[src/rtl/t05_wb_arbiter.sv]
// t05_wb_arbiter: N-client single-beat Wishbone master with round-robin or
// fixed-priority arbitration and an optional ack-timeout abort.
module t05_wb_arbiter #(
  parameter int NUM_CLIENTS   = 4,
  parameter int ADDR_W        = 32,
  parameter int DATA_W        = 32,
  parameter int PRIORITY_MODE = 0,
  parameter int TIMEOUT       = 255
) (
  input  logic                              clk,
  input  logic                              nrst,
  input  logic [NUM_CLIENTS-1:0]            req_i,
  input  logic [NUM_CLIENTS-1:0]            we_i,
  input  logic [NUM_CLIENTS*(DATA_W/8)-1:0] sel_i,
  input  logic [NUM_CLIENTS*ADDR_W-1:0]     addr_i,
  input  logic [NUM_CLIENTS*DATA_W-1:0]     wdata_i,
  output logic [NUM_CLIENTS-1:0]            grant_o,
  output logic [NUM_CLIENTS-1:0]            done_o,
  output logic [NUM_CLIENTS-1:0]            err_o,
  output logic [DATA_W-1:0]                 rdata_o,
  output logic                              busy_o,
  output logic                              wbs_cyc_o,
  output logic                              wbs_stb_o,
  output logic                              wbs_we_o,
  output logic [DATA_W/8-1:0]               wbs_sel_o,
  output logic [ADDR_W-1:0]                 wbs_adr_o,
  output logic [DATA_W-1:0]                 wbs_dat_o,
  input  logic                              wbs_ack_i,
  input  logic [DATA_W-1:0]                 wbs_dat_i
);

  localparam int SEL_W = DATA_W / 8;
  localparam int IDX_W = (NUM_CLIENTS > 1) ? $clog2(NUM_CLIENTS) : 1;
  localparam int CNT_W = (TIMEOUT > 1) ? $clog2(TIMEOUT) : 1;
  localparam logic [CNT_W-1:0] CNT_LAST = CNT_W'((TIMEOUT > 0) ? TIMEOUT - 1 : 0);
  localparam logic [IDX_W-1:0] LAST_IDX = IDX_W'(NUM_CLIENTS - 1);

  typedef enum logic [1:0] {ST_IDLE, ST_BUS, ST_DONE} state_t;

  state_t                 state_q, state_d;
  logic [IDX_W-1:0]       rr_q, rr_d;
  logic [CNT_W-1:0]       cnt_q, cnt_d;
  logic [NUM_CLIENTS-1:0] grant_q, grant_d;
  logic [NUM_CLIENTS-1:0] done_q, done_d;
  logic [NUM_CLIENTS-1:0] err_q, err_d;
  logic [DATA_W-1:0]      rdata_q, rdata_d;
  logic                   cyc_q, cyc_d;
  logic                   we_q, we_d;
  logic [SEL_W-1:0]       sel_q, sel_d;
  logic [ADDR_W-1:0]      adr_q, adr_d;
  logic [DATA_W-1:0]      dat_q, dat_d;

  logic [SEL_W-1:0]  sel_arr   [NUM_CLIENTS];
  logic [ADDR_W-1:0] addr_arr  [NUM_CLIENTS];
  logic [DATA_W-1:0] wdata_arr [NUM_CLIENTS];

  for (genvar k = 0; k < NUM_CLIENTS; k++) begin : g_unpack
    assign sel_arr[k]   = sel_i[k*SEL_W +: SEL_W];
    assign addr_arr[k]  = addr_i[k*ADDR_W +: ADDR_W];
    assign wdata_arr[k] = wdata_i[k*DATA_W +: DATA_W];
  end

  logic [IDX_W-1:0] win;
  logic [IDX_W-1:0] cand;
  logic             win_found;

  // Scan clients starting at the round-robin pointer (or at 0 in fixed mode).
  always_comb begin : arbitrate
    win       = '0;
    win_found = 1'b0;
    cand      = '0;
    for (int i = 0; i < NUM_CLIENTS; i++) begin
      if (PRIORITY_MODE != 0) cand = IDX_W'(i);
      else                    cand = IDX_W'((int'(rr_q) + i) % NUM_CLIENTS);
      if (!win_found && req_i[cand]) begin
        win_found = 1'b1;
        win       = cand;
      end
    end
  end

  always_comb begin : next_state
    state_d = state_q;
    rr_d    = rr_q;
    cnt_d   = cnt_q;
    grant_d = grant_q;
    done_d  = '0;
    err_d   = '0;
    rdata_d = rdata_q;
    cyc_d   = cyc_q;
    we_d    = we_q;
    sel_d   = sel_q;
    adr_d   = adr_q;
    dat_d   = dat_q;
    case (state_q)
      ST_IDLE: begin
        if (win_found) begin
          state_d = ST_BUS;
          grant_d = NUM_CLIENTS'(1) << win;
          we_d    = we_i[win];
          sel_d   = sel_arr[win];
          adr_d   = addr_arr[win];
          dat_d   = wdata_arr[win];
          cyc_d   = 1'b1;
          cnt_d   = '0;
          if (PRIORITY_MODE == 0) rr_d = (win == LAST_IDX) ? '0 : win + IDX_W'(1);
        end
      end
      ST_BUS: begin
        // An ack in the final wait cycle still wins over the abort.
        if (wbs_ack_i) begin
          rdata_d = wbs_dat_i;
          cyc_d   = 1'b0;
          done_d  = grant_q;
          state_d = ST_DONE;
        end else if (TIMEOUT != 0 && cnt_q == CNT_LAST) begin
          cyc_d   = 1'b0;
          err_d   = grant_q;
          state_d = ST_DONE;
        end else begin
          cnt_d = cnt_q + CNT_W'(1);
        end
      end
      ST_DONE: begin
        grant_d = '0;
        cnt_d   = '0;
        state_d = ST_IDLE;
      end
      default: state_d = ST_IDLE;
    endcase
  end

  always_ff @(posedge clk) begin
    if (!nrst) begin
      state_q <= ST_IDLE;
      rr_q    <= '0;
      cnt_q   <= '0;
      grant_q <= '0;
      done_q  <= '0;
      err_q   <= '0;
      rdata_q <= '0;
      cyc_q   <= 1'b0;
      we_q    <= 1'b0;
      sel_q   <= '0;
      adr_q   <= '0;
      dat_q   <= '0;
    end else begin
      state_q <= state_d;
      rr_q    <= rr_d;
      cnt_q   <= cnt_d;
      grant_q <= grant_d;
      done_q  <= done_d;
      err_q   <= err_d;
      rdata_q <= rdata_d;
      cyc_q   <= cyc_d;
      we_q    <= we_d;
      sel_q   <= sel_d;
      adr_q   <= adr_d;
      dat_q   <= dat_d;
    end
  end

  assign grant_o   = grant_q;
  assign done_o    = done_q;
  assign err_o     = err_q;
  assign rdata_o   = rdata_q;
  assign busy_o    = (state_q != ST_IDLE);
  assign wbs_cyc_o = cyc_q;
  assign wbs_stb_o = cyc_q;
  assign wbs_we_o  = we_q;
  assign wbs_sel_o = sel_q;
  assign wbs_adr_o = adr_q;
  assign wbs_dat_o = dat_q;

endmodule

[config.mk]
export PLATFORM = sky130hd
export DESIGN_NAME = t05_wb_arbiter
export DESIGN_NICKNAME = d
export VERILOG_FILES = /design/src/rtl/t05_wb_arbiter.sv
export SDC_FILE = /design/constraint.sdc
export NUM_CORES = 1
export LEC_CHECK = 0
export BUFFER_PORTS_ARGS = -buffer_cell sky130_fd_sc_hd__buf_2
export CAP_MARGIN = 10
export CELL_PAD_IN_SITES_DETAIL_PLACEMENT = 0
export CELL_PAD_IN_SITES_GLOBAL_PLACEMENT = 1
export CORE_AREA = 2 2 165 167
export CTS_CLUSTER_DIAMETER = 120
export DETAILED_ROUTE_END_ITERATION = 12
export DIE_AREA = 0 0 167 169
export PLACE_DENSITY = 0.74
export SETUP_SLACK_MARGIN = 0.3
export SYNTH_ARGS = -nofsm -noshare
export SYNTH_HDL_FRONTEND = slang
export SYNTH_SLANG_ARGS = --single-unit
[constraint.sdc]
create_clock -name clk -period 2.4 [get_ports clk]
set_clock_uncertainty 0.1 [all_clocks]
set_input_delay 0.48 -clock clk [delete_from_list [all_inputs] [get_ports clk]]
set_output_delay 0.48 -clock clk [all_outputs]
set_load 0.01 [all_outputs]
After elaboration in Yosys (flattened, before gate mapping) --
Index checks and enable logic that the tools add are counted.
Word-level totals: bits of input ports 315, output and inout bits 116, logic and storage cells 97, register bits after elaboration 126
Operators by class: muxes and demuxes 42, magnitude comparators 6, equality and inequality tests 8, $add $sub $neg 5, bitwise operators 4, shift operators 1, reductions and logical operators 19
Operator list (number):
- 32-bit binary-select mux with 2-bit select | 2
- 32-bit two-way mux | 4
- 8-bit two-way mux | 3
- 8-bit one-hot mux with 3 select lines | 1
- 2-bit two-way mux | 8
- 2-bit by 3-bit less-than comparator with 1-bit output, second input constant | 5
- 1-bit two-way mux | 12
- 4-bit two-way mux | 3
- 1-bit binary-select mux with 2-bit select | 5
- 8-bit by 1-bit adder with 8-bit output, second input constant | 1
- 4-bit binary-select mux with 2-bit select | 1
- 8-bit equality test, second input constant | 1
- 4-bit one-hot mux with 2 select lines | 1
- 2-bit AND reduction | 4
- 2-bit != test, second input constant | 3
- 3-bit AND reduction | 2
- 2-bit nonzero test | 3
- 2-bit by 1-bit adder with 2-bit output, second input constant | 2
- 2-bit adder, second input constant | 2
- 2-bit equality test, second input constant | 2
- 2-bit one-hot mux with 2 select lines | 1
- 4-bit AND reduction | 1
- 4-bit OR reduction | 1
- 1-bit by 2-bit << shifter with 4-bit output, first input constant | 1
- 10 further kinds | 16

Logic depth before layout (Yosys ltp) --
Gate-level depths: netlist of run 1.
depth after elaboration 16, mapped depth 9, mapped depth without buffers 7

Worst setup path after synthesis of run 1 --
No wires, ideal clock.
path kind input-to-reg, from input port req_i[2], to register dat_q[3], in the netlist wbs_dat_o[3], required time 2.172 ns, setup slack 0.109 ns, data arrival time 2.063 ns, path buffers 4, stages 9, setup time 0.128 ns, cell sequence clkbuf_1 -> and4bb_2 -> or4_1 -> clkbuf_2 -> buf_6 -> buf_6 -> a32o_1 -> a22oi_2 -> o21ai_1
Between the ends: cells in the longest elaborated chain, start to end 16, elaborated cells on any way between the ends 27, those cells by class mux: 19; bitwise: 1; reduce/logical: 7
Ends and longest elaborated chain:
- from (decl) | RTL line 12 | input logic [NUM_CLIENTS-1:0] req_i,
- 1-bit binary-select mux with 2-bit select | RTL line 75 | if (!win_found && req_i[cand]) begin
- 1-bit two-way mux (not written as such) | RTL line 75
- 1-bit two-way mux | RTL line 75
- 1-bit zero test | RTL line 75
- 1-bit logical AND | RTL line 75
- 1-bit two-way mux | RTL line 75
- 1-bit zero test | RTL line 75
- 1-bit logical AND | RTL line 75
- 1-bit two-way mux | RTL line 75
- 1-bit zero test | RTL line 75
- 1-bit logical AND | RTL line 75
- 2-bit two-way mux | RTL line 75
- 2-bit inverter with 3-bit output (not written as such) | RTL line 103 | dat_d = wdata_arr[win];
- 32-bit binary-select mux with 2-bit select | RTL line 103
- 32-bit two-way mux (not written as such) (2 in series) | RTL line 103
- to (signal assigned) | RTL line 159 | dat_q <= dat_d;
- to (decl) | RTL line 51 | logic [DATA_W-1:0] dat_q, dat_d;
Several ways; a longest one is shown, not always the timed one. The select of a mux whose other input is x is not followed. A chain may end at the register's enable or synchronous reset.

Worst setup path in the final report of run 1 --
from register rr_q[0], to register adr_q[10], in the netlist wbs_adr_o[10]
Between the ends: cells in the longest elaborated chain, start to end 16, elaborated cells on any way between the ends 30, those cells by class add/sub: 3; mux: 19; bitwise: 1; reduce/logical: 7
Ends and longest elaborated chain:
- from (decl) | RTL line 41 | logic [IDX_W-1:0] rr_q, rr_d;
- from (signal assigned) | RTL line 149 | rr_q <= rr_d;
- branches (longest 16 deep; another with 2-bit by 1-bit adder with 2-bit output)
- to (signal assigned) | RTL line 158 | adr_q <= adr_d;
- to (decl) | RTL line 50 | logic [ADDR_W-1:0] adr_q, adr_d;
Parallel ways; which one is timed is not known. The select of a mux whose other input is x is not followed.

==> out/metrics.cfg, run 1 <==
[outcome]
outcome=finished, final reports clean

[sta]
tightestPinTransition_ns=0.691
finalSetupViolations=0
fin_crit_sh=0.860
fmax_mhz=484
final_hold_viol_count=0
finalMaxSlewViolations=0
whs_ns=0.206
rsz0062_at_grt=true
slew_headroom=0.539
fin_crit_ns=2.06

[yosys]
ys_warn_count=0
synth.avg_cell_area_um2=9.19
async_flop_share=0
synth_top_area_share=0.393
yosysSeqAreaShare=0.393
synth_enable_flop_cells=0
synth_ff_type=dfxtp_1
syn_area_um2=6410
synth_top_area_cell=dfxtp_1
synth.distinct_cells=47
ys_seq_elements=126
synth_fp_nets=1016
synth_area_leaders=dfxtp_1 39%, mux2i_1 11%, a32o_1 8.9%
syn_inst=698

[setup_path]
cp.arrival_ns=2.26
crit_buf_inv=1
worst-path-stages=6
critPathMaxStageDelay_ns=0.58
path_cells=and4b_1 > or4_4 > buf_12 > a32o_1 > a22oi_1 > o21ai_0
critPathSlowestCell=or4_4
critical_path_class=reg -> reg
crit_path_end_kind=flip-flop
cp_data_required_time_ns=2.59
cp_max_fo=39
crit_path_start_kind=flip-flop
path_delay_family=simple AND/OR/NAND/NOR gates
reg2reg_depth=6

[hold_path]
min_delay_path_depth=3
holdCritPathClass=in -> reg

[drt]
final_antenna_net_count=0
vias_per_cell=4.85
vias=7102
drc_errors=0
firstDrtPassIters=5
drt_iter0_markers=450
postRouteWirelength_um=25800
wl_per_cell_um=17.6

[die]
coreArea_um2=26500
die-area_um2=28200
die_h_um=169
rows=60
fp.dieW_um=167
boundaryPins=431
start_util=0.242

[clock_tree]
cts_tree=done
cts_setup_buffers=0
root_buffer=clkbuf_16
path_clk_slew_ns=0.06
clkLatencyLatePin_ns=0.42
h-tree-depth=4
cts_buffers=17
cts_hold_buffers=0
clk_path_buf_depth=2
clock_sinks=126

[layout]
fillers=2791
n_antenna_cell=0
nNetsFinal=1429
mostFrequentLayoutCells=430 x buf_2, 126 x dfxtp_1, 84 x nand2_1, 69 x mux2i_1, 57 x a32o_1
layout-drive-gt1-share=0.466
stdcell_area_um2=9730
syn_to_final_growth_pct=51.7
layout_commonest_cell=buf_2

[pwr]
worst_ir_drop_vdd_mv=0.364
power_leakage_nw=4.50
finalPower_w=0.00745
cellPowerDensity_nw_per_um2=766

[global_routing]
antenna_found_initial=1
overflow=0
grt_pass1_wl_um=38200
grt_max_degree=57
grt_util_all_layers=0.173
grt_pass1_vias=6713

[placement]
placed_area_um2=9090
hpwl_um=19700
portBuffers=430
gp_congestion=0.889

[job]
cap_violations=0

-- cell families after synthesis --
kind of cell	synth area share
compound gates	0.319
simple gates	0.112
flops	0.393
buf+inv	0.0525
mux	0.108
xor+xnor	0.00956
fa+ha+maj	0.00585
-- routing by layer --
metal,GRT usage,wire [um],vias to the layer above
met3,0.0456,1780,32
li1,-,-,3459
met4,0.0454,419,2
met2,0.302,13100,306
met5,0,10,-
met1,0.211,10500,3303
-- worst reg2reg max path, stage by stage (launching register included) --
cell	delay, ns
dfxtp_1	0.36
and4b_1	0.21
or4_4	0.58
buf_12	0.20
a32o_1	0.25
a22oi_1	0.13
o21ai_0	0.12
-- worst paths after layout --
path / startpoint / end / slack, ns
worst min register to register: rdata_o[11]$_SDFFE_PN0P_ / rdata_o[11]$_SDFFE_PN0P_ / 0.36
worst max register to register: rr_q[0]$_SDFFE_PN0P_ / wbs_adr_o[10]$_SDFFE_PN0P_ / 0.34
worst min-delay path: wbs_dat_i[29] / rdata_o[29]$_SDFFE_PN0P_ / 0.21
worst max-delay path: rr_q[0]$_SDFFE_PN0P_ / wbs_adr_o[10]$_SDFFE_PN0P_ / 0.34
-- cell usage after synthesis (5+ instances only) --
master / n
mux2i_1: 69
xnor2_1: 7
a22oi_2: 19
o21ai_1: 22
a21boi_0: 47
dfxtp_1: 126
buf_1: 5
o211ai_1: 13
inv_1: 6
o21ai_0: 50
a21oi_1: 6
nor2b_1: 11
and3_1: 18
clkbuf_1: 40
a22oi_1: 40
and2_1: 5
nor2_1: 11
nand3_1: 5
nand2_1: 85
buf_2: 19
a32o_1: 57
-- flip-flops by register name, summed over array words and instances (netlist names) --
name / count
wbs_sel_o: 4
grant_o: 4
wbs_we_o: 1
state_q: 2
wbs_dat_o: 32
err_o: 4
rdata_o: 32
rr_q: 2
wbs_cyc_o: 1
done_o: 4
cnt_q: 8
wbs_adr_o: 32
-- per-stage QoR --
stage | util | setup slack [ns] | TNS (ns) | std cells
6_report | 0.367 | 0.336 | 0 | 1464
5_1_grt | 0.367 | 0.245 | 0 | 1464
4_1_cts | 0.367 | 0.329 | 0 | 1464
3_5_place_dp | 0.343 | -0.0913 | -1.27 | 1433
3_3_place_gp | 0.343 | -0.110 | -0.337 | 1433
2_1_floorplan | - | 0.216 | 0 | 698
-- cell type report --
| class | instances | area [um^2] | share of cell area |
|---|---|---|---|
| multi-input cells | 496 | 3590 | 0.369 |
| flip-flops and latches | 126 | 2520 | 0.259 |
| clock inverters | 14 | 205 | 0.0211 |
| inverters | 7 | 28.8 | 0.00296 |
| repair buffers | 463 | 2520 | 0.260 |
| clock buffers | 17 | 425 | 0.0437 |
| well taps | 341 | 427 | 0.0439 |
-- where the power goes --
group	switching, W	leakage (nW)	internal, W	total (W)
Clock	0.00106	0.307	0.00176	0.00282
Sequential	0.000155	1.03	0.00235	0.00251
Combinational	0.00114	3.16	0.000979	0.00212
-- timing repair --
item	4_1_cts	5_1_grt
pin swaps	0	0
gates resized for setup	2	1
setup endpoints to repair	58	23
Note: power is estimated with default switching activity, not from simulation.
==> run 2, diff against run 1 <==
--- a/config.mk
+++ b/config.mk
@@ -9,11 +9,10 @@
 export CAP_MARGIN = 10
 export CELL_PAD_IN_SITES_DETAIL_PLACEMENT = 0
 export CELL_PAD_IN_SITES_GLOBAL_PLACEMENT = 1
-export CORE_AREA = 2 2 165 167
-export CTS_CLUSTER_DIAMETER = 120
+export CORE_AREA = 2 2 168 170
 export DETAILED_ROUTE_END_ITERATION = 12
-export DIE_AREA = 0 0 167 169
-export PLACE_DENSITY = 0.74
+export DIE_AREA = 0 0 170 172
+export PLACE_DENSITY_LB_ADDON = 0.1
 export SETUP_SLACK_MARGIN = 0.3
 export SYNTH_ARGS = -nofsm -noshare
 export SYNTH_HDL_FRONTEND = slang
==> constraint.sdc (replaced) <==
create_clock -name clk -period 2.6 [get_ports clk]
set_clock_uncertainty 0.1 [all_clocks]
set_input_delay 0.52 -clock clk [delete_from_list [all_inputs] [get_ports clk]]
set_output_delay 0.52 -clock clk [all_outputs]
set_load 0.01 [all_outputs]
==> run 2 against run 1 <==
  * Worst setup slack improved by 0.16 ns
  * Non-clock buffer count shrank 7
  * Sequential power is 8.0% lower
  * Critical endpoint is now wbs_adr_o[17]$_SDFFE_PN0P_
  * Worst hold slack better by 0.039 ns
  * Register-to-register slack better by 0.16 ns
  * Critical path depth fell by 1
  * Largest cell class unchanged
  * Combinational power is 8% lower
  * Fmax fell by 2.1%
==> out/metrics.cfg, run 2 (same netlist as run 1, synthesis figures left out) <==
[outcome]
outcome=finished, final reports clean  ; unchanged

[sta]
rsz0062_at_grt=false  ; was true
setup_tns_ns=0  ; unchanged
postLayoutSetupSlackWorst_ns=0.492  ; was 0.336 ns
final_hold_viol_count=0  ; unchanged
fin_crit_ns=2.11  ; was 2.06 ns
fin_crit_sh=0.811  ; was 0.860
slew_headroom=0.366  ; was 0.539
finalSetupViolations=0  ; unchanged
fmax_mhz=474  ; was 484 MHz
finalMaxSlewViolations=0  ; unchanged
tightestPinTransition_ns=0.947  ; was 0.691 ns

[placement]
portBuffers=430  ; unchanged
gp_congestion=0.764  ; was 0.889
dp_cells=1430  ; was 1433
hpwl_um=21000  ; was 19700 um
post-place-ws_ns=0.0840  ; was -0.0913 ns

[die]
rows=61  ; was 60
fp.dieW_um=170  ; was 167 um
boundaryPins=431  ; unchanged
coreArea_um2=27500  ; was 26500 um^2
start_util=0.233  ; was 0.242
die_h_um=172  ; was 169 um
die-area_um2=29200  ; was 28200 um^2

[global_routing]
busiest_layer=met2  ; unchanged
grt_use_met2=0.331  ; was 0.302
global_route.usage.met3=0.0577  ; was 0.0456
grt_pass1_vias=6808  ; was 6713
grt_max_degree=59  ; was 57
antenna_found_initial=5  ; was 1
grt_pass1_wl_um=40100  ; was 38200 um
grt_util_all_layers=0.182  ; was 0.173
use_met1=0.204  ; was 0.211
overflow=0  ; unchanged

[hold_path]
holdCritPathClass=in -> reg  ; unchanged

[job]
cap_violations=0  ; unchanged

[setup_path]
crit_path_start_kind=flip-flop  ; unchanged
cp_max_fo=12  ; was 39
crit_path_end_kind=flip-flop  ; unchanged
critical_path_class=reg -> reg  ; unchanged
cp_data_required_time_ns=2.84  ; was 2.59 ns
cp.arrival_ns=2.35  ; was 2.26 ns

[clock_tree]
path_clk_slew_ns=0.07  ; was 0.06 ns
cts_tree=done  ; unchanged
h-tree-depth=4  ; unchanged
cts_buffers=17  ; unchanged
root_buffer=clkbuf_16  ; unchanged
clkLatencyLatePin_ns=0.42  ; about the same
clock_sinks=126  ; unchanged
clk_path_buf_depth=2  ; unchanged

[drt]
postRouteWirelength_um=28100  ; was 25800 um
vias=6878  ; was 7102
wl_per_cell_um=19.2  ; was 17.6 um
vias_per_cell=4.69  ; was 4.85
final_antenna_net_count=0  ; unchanged
firstDrtPassIters=7  ; was 5
drc_errors=0  ; unchanged
drt_iter0_markers=318  ; was 450

[layout]
layout_commonest_cell=buf_2  ; unchanged
fillers=2981  ; was 2791
mostFrequentLayoutCells=430 x buf_2, 126 x dfxtp_1, 84 x nand2_1, 69 x mux2i_1, 57 x a32o_1  ; unchanged
layout-drive-gt1-share=0.462  ; was 0.466
final_cell_count_no_fill=1468  ; was 1464
syn_to_final_growth_pct=51.1  ; was 51.7%
nNetsFinal=1422  ; was 1429
postLayoutCoreUtil=0.353  ; was 0.367

[pwr]
cellPowerDensity_nw_per_um2=710  ; was 766 nW/um^2
power_leakage_nw=4.48  ; was 4.50 nW
worst_ir_drop_vdd_mv=0.353  ; was 0.364 mV

## run 2: cell types whose count changed in the layout (fill, tap and decap cells not counted), sizes merged
cell	previous run	this run
inv	13	12
buf	463	455
clkbuf	17	19
clkinv	3	5
diode	0	5
clkinvlp	1	0
## run 2: critical path, stage by stage, from the launching register on
cell      delay [ns]
dfxtp_1         0.35
nor2b_1         0.30
o21bai_1        0.14
a31oi_1         0.73
o21ai_0         0.27
o211ai_1        0.15
## run 2: report_power, final
part           internal (W)  total (W)  switching (W)
logic              0.000883    0.00195        0.00106
registers           0.00217    0.00231       0.000142
clock network       0.00165    0.00262       0.000972
## run 2: final timing paths
kind	cells after the start	slack [ns]	startpoint	to
worst max-delay path	5	0.49	rr_q[0]$_SDFFE_PN0P_	wbs_adr_o[17]$_SDFFE_PN0P_
worst min-delay path	3	0.25	wbs_dat_i[17]	rdata_o[17]$_SDFFE_PN0P_
worst max register to register	5	0.49	rr_q[0]$_SDFFE_PN0P_	wbs_adr_o[17]$_SDFFE_PN0P_
worst min register to register	2	0.36	rdata_o[11]$_SDFFE_PN0P_	rdata_o[11]$_SDFFE_PN0P_
## run 2: area by class of cell
class | count | area, um^2 | share of cell area
Antenna cell | 5 | 12.5 | 0.00129
Tap cell | 346 | 433 | 0.0447
Timing Repair Buffer | 456 | 2460 | 0.254
Clock inverter | 14 | 203 | 0.0209
Clock buffer | 18 | 439 | 0.0453
Multi-Input combinational cell | 496 | 3590 | 0.370
Sequential cell | 126 | 2520 | 0.260
Inverter | 7 | 28.8 | 0.00297
## run 2: stage by stage
stage	cell area (um^2)	hold slack, ns	total power, W
final	9690	0.245	0.00688
after detailed placement	9010	0.353	0.00431
after global routing	9680	0.240	0.00727
after global placement	9010	0.349	0.00432
after CTS	9650	0.228	0.00699
after floorplan	6410	0.384	0.00342
## run 2: timing repair
| action | in CTS | in global routing |
|---|---|---|
| gates resized for setup | 0 | 1 |
| buffers inserted | 0 | 0 |
| endpoints found under the setup margin | 0 | 7 |
| endpoints found under the hold margin | 0 | 0 |
| hold buffers | 0 | 0 |
## run 2: layer usage
layer	wire, um	up-vias
met2	14700	236
met3	2030	15
met1	11100	3172
li1	-	3453
met5	16	-
met4	248	2
==> run 3, diff against run 2 <==
--- a/config.mk
+++ b/config.mk
@@ -9,9 +9,9 @@
 export CAP_MARGIN = 10
 export CELL_PAD_IN_SITES_DETAIL_PLACEMENT = 0
 export CELL_PAD_IN_SITES_GLOBAL_PLACEMENT = 1
-export CORE_AREA = 2 2 168 170
+export CORE_AREA = 2 2 166 168
 export DETAILED_ROUTE_END_ITERATION = 12
-export DIE_AREA = 0 0 170 172
+export DIE_AREA = 0 0 168 170
 export PLACE_DENSITY_LB_ADDON = 0.1
 export SETUP_SLACK_MARGIN = 0.3
 export SYNTH_ARGS = -nofsm -noshare
==> constraint.sdc (replaced) <==
create_clock -name clk -period 2.04 [get_ports clk]
set_clock_uncertainty 0.1 [all_clocks]
set_input_delay 0.408 -clock clk [delete_from_list [all_inputs] [get_ports clk]]
set_output_delay 0.408 -clock clk [all_outputs]
set_load 0.01 [all_outputs]
==> run 3 against run 2 <==
  * The flow now finishes with violations (setup timing)
  * First-iteration DRC count increased by 17%
  * Register-to-register slack worse by 0.53 ns
  * Critical path type unchanged
  * Sequential share of layout area shrank 1.2 points
  * Largest cell class unchanged
==> out/metrics.cfg, run 3 (same netlist as run 1, synthesis figures left out) <==
[drt]
vias=7145  ; was 6878
wl_met2_um=14900  ; was 14700 um
vias_per_cell=4.77  ; was 4.69
drc_errors=0  ; unchanged
wl_met3_um=2070  ; was 2030 um
postRouteWirelength_um=28700  ; was 28100 um
final_antenna_net_count=0  ; unchanged
drt_iter0_markers=372  ; was 318
firstDrtPassIters=4  ; was 7
top_layer_used=met5  ; unchanged
drt-met1-wl_um=11300  ; was 11100 um
wl_per_cell_um=19.1  ; was 19.2 um

[clock_tree]
clock_sinks=126  ; unchanged
root_buffer=clkbuf_16  ; unchanged
h-tree-depth=4  ; unchanged
cts_tree=done  ; unchanged
clk_path_buf_depth=2  ; unchanged
path_clk_slew_ns=0.07  ; about the same
cts_buffers=17  ; unchanged
cts_hold_buffers=0  ; unchanged
clkLatencyLatePin_ns=0.42  ; about the same

[placement]
placed_area_um2=9230  ; was 9010 um^2
portBuffers=430  ; unchanged
gp_congestion=0.774  ; was 0.764
dp_cells=1448  ; was 1430
hpwl_um=21100  ; was 21000 um

[sta]
slew_headroom=0.517  ; was 0.366
rsz0062_at_grt=true  ; was false
postLayoutSetupSlackWorst_ns=-0.0354  ; was 0.492 ns
tightestPinTransition_ns=0.722  ; was 0.947 ns
final_hold_viol_count=0  ; unchanged
finalMaxSlewViolations=0  ; unchanged
fmax_mhz=482  ; was 474 MHz
finalSetupViolations=28  ; was 0
fin_crit_sh=1.02  ; was 0.811
fin_crit_ns=2.08  ; was 2.11 ns

[setup_path]
crit_path_start_kind=flip-flop  ; unchanged
crit_path_end_kind=flip-flop  ; unchanged
cp_max_fo=26  ; was 12
cp.arrival_ns=2.27  ; was 2.35 ns
critical_path_class=reg -> reg  ; unchanged
cp_data_required_time_ns=2.24  ; was 2.84 ns
regToRegSetupSlack_ns=-0.04  ; was 0.49 ns

[die]
die-area_um2=28600  ; was 29200 um^2
boundaryPins=431  ; unchanged
coreArea_um2=26700  ; was 27500 um^2
fp.dieW_um=168  ; was 170 um
rows=60  ; was 61
die_h_um=170  ; was 172 um
start_util=0.241  ; was 0.233

[layout]
layout_commonest_cell=buf_2  ; unchanged
syn_to_final_growth_pct=59.2  ; was 51.1%
final_cell_count_no_fill=1498  ; was 1468
mostFrequentLayoutCells=430 x buf_2, 121 x dfxtp_1, 82 x nand2_1, 62 x mux2i_1, 56 x a32o_1  ; was 430 x buf_2, 126 x dfxtp_1, 84 x nand2_1, 69 x mux2i_1, 57 x a32o_1
stdcell_area_um2=10200  ; was 9690 um^2
nNetsFinal=1456  ; was 1422
layout-drive-gt1-share=0.504  ; was 0.462

[pwr]
finalPower_w=0.00899  ; was 0.00688 W
worst_ir_drop_vdd_mv=0.499  ; was 0.353 mV
power_leakage_nw=4.70  ; was 4.48 nW
cellPowerDensity_nw_per_um2=880  ; was 710 nW/um^2

[outcome]
outcome=finished, violations left  ; was finished, final reports clean
violations=setup timing

[global_routing]
grt_max_degree=58  ; was 59
overflow=0  ; unchanged
grt_pass1_wl_um=42000  ; was 40100 um
antenna_found_initial=12  ; was 5
grt_pass1_vias=7043  ; was 6808
grt_util_all_layers=0.193  ; was 0.182

[hold_path]
holdCritPathClass=in -> reg  ; unchanged

[job]
cap_violations=0  ; unchanged

==> run 3: cell types whose count changed in the layout (fill, tap and decap cells not counted), sizes merged, moves of 2 or more <==
cell / change
buf: +34
clkinvlp: +2
inv: +3
clkinv: -3
bufinv: -2
==> run 3: where the power goes <==
part / total [W] / switching (W) / internal, W
Clock: 0.00319 / 0.00131 / 0.00188
Combinational: 0.00286 / 0.00148 / 0.00138
Sequential: 0.00294 / 0.000175 / 0.00277
==> run 3: area by class of cell <==
type / instances / area (um^2)
fillers: 2787 / 16400
multi-input cells: 496 / 3750
repair buffers: 490 / 2840
flip-flops and latches: 126 / 2540
clock buffers: 18 / 439
well taps: 341 / 427
clock inverters: 14 / 170
inverters: 7 / 31.3
diodes: 6 / 15.0
==> run 3: final timing paths <==
check | from | end | cells past startpoint
setup / recovery | rr_q[1]$_SDFFE_PN0P_ | wbs_adr_o[3]$_SDFFE_PN0P_ | 6
hold / removal | wbs_dat_i[15] | rdata_o[15]$_SDFFE_PN0P_ | 3
setup reg to reg | rr_q[1]$_SDFFE_PN0P_ | wbs_adr_o[3]$_SDFFE_PN0P_ | 6
hold reg to reg | rdata_o[8]$_SDFFE_PN0P_ | rdata_o[8]$_SDFFE_PN0P_ | 2
==> run 3: layer usage <==
metal / global-route usage / vias to the layer above
met5: 0 / -
met4: 0.0575 / 12
li1: - / 3524
met2: 0.345 / 239
met3: 0.0644 / 32
met1: 0.218 / 3338
==> run 3: per-stage QoR <==
stage | utilization | TNS (ns) | setup WS (ns) | hold WS [ns]
after detailed placement | 0.346 | -20.99 | -0.434 | 0.355
after global placement | 0.346 | -20.69 | -0.418 | 0.350
after CTS | 0.379 | -0.817 | -0.0521 | 0.114
after floorplan | - | -1.43 | -0.0705 | 0.384
final | 0.383 | -0.314 | -0.0354 | 0.128
after global routing | 0.383 | -4.48 | -0.138 | 0.104
==> run 3: worst max-delay path, stage by stage (launching register included) <==
cell	delay [ns]
dfxtp_2	0.35
and4b_1	0.21
or4_4	0.62
buf_12	0.21
a32o_1	0.23
a22oi_1	0.14
o21ai_1	0.09
==> run 3: repair_timing <==
action                     in CTS  in global routing
gates resized for setup        43                 29
setup endpoints to repair      79                 79
pin swaps                       4                  2
gates cloned                    3                  0
setup buffers                   7                  2
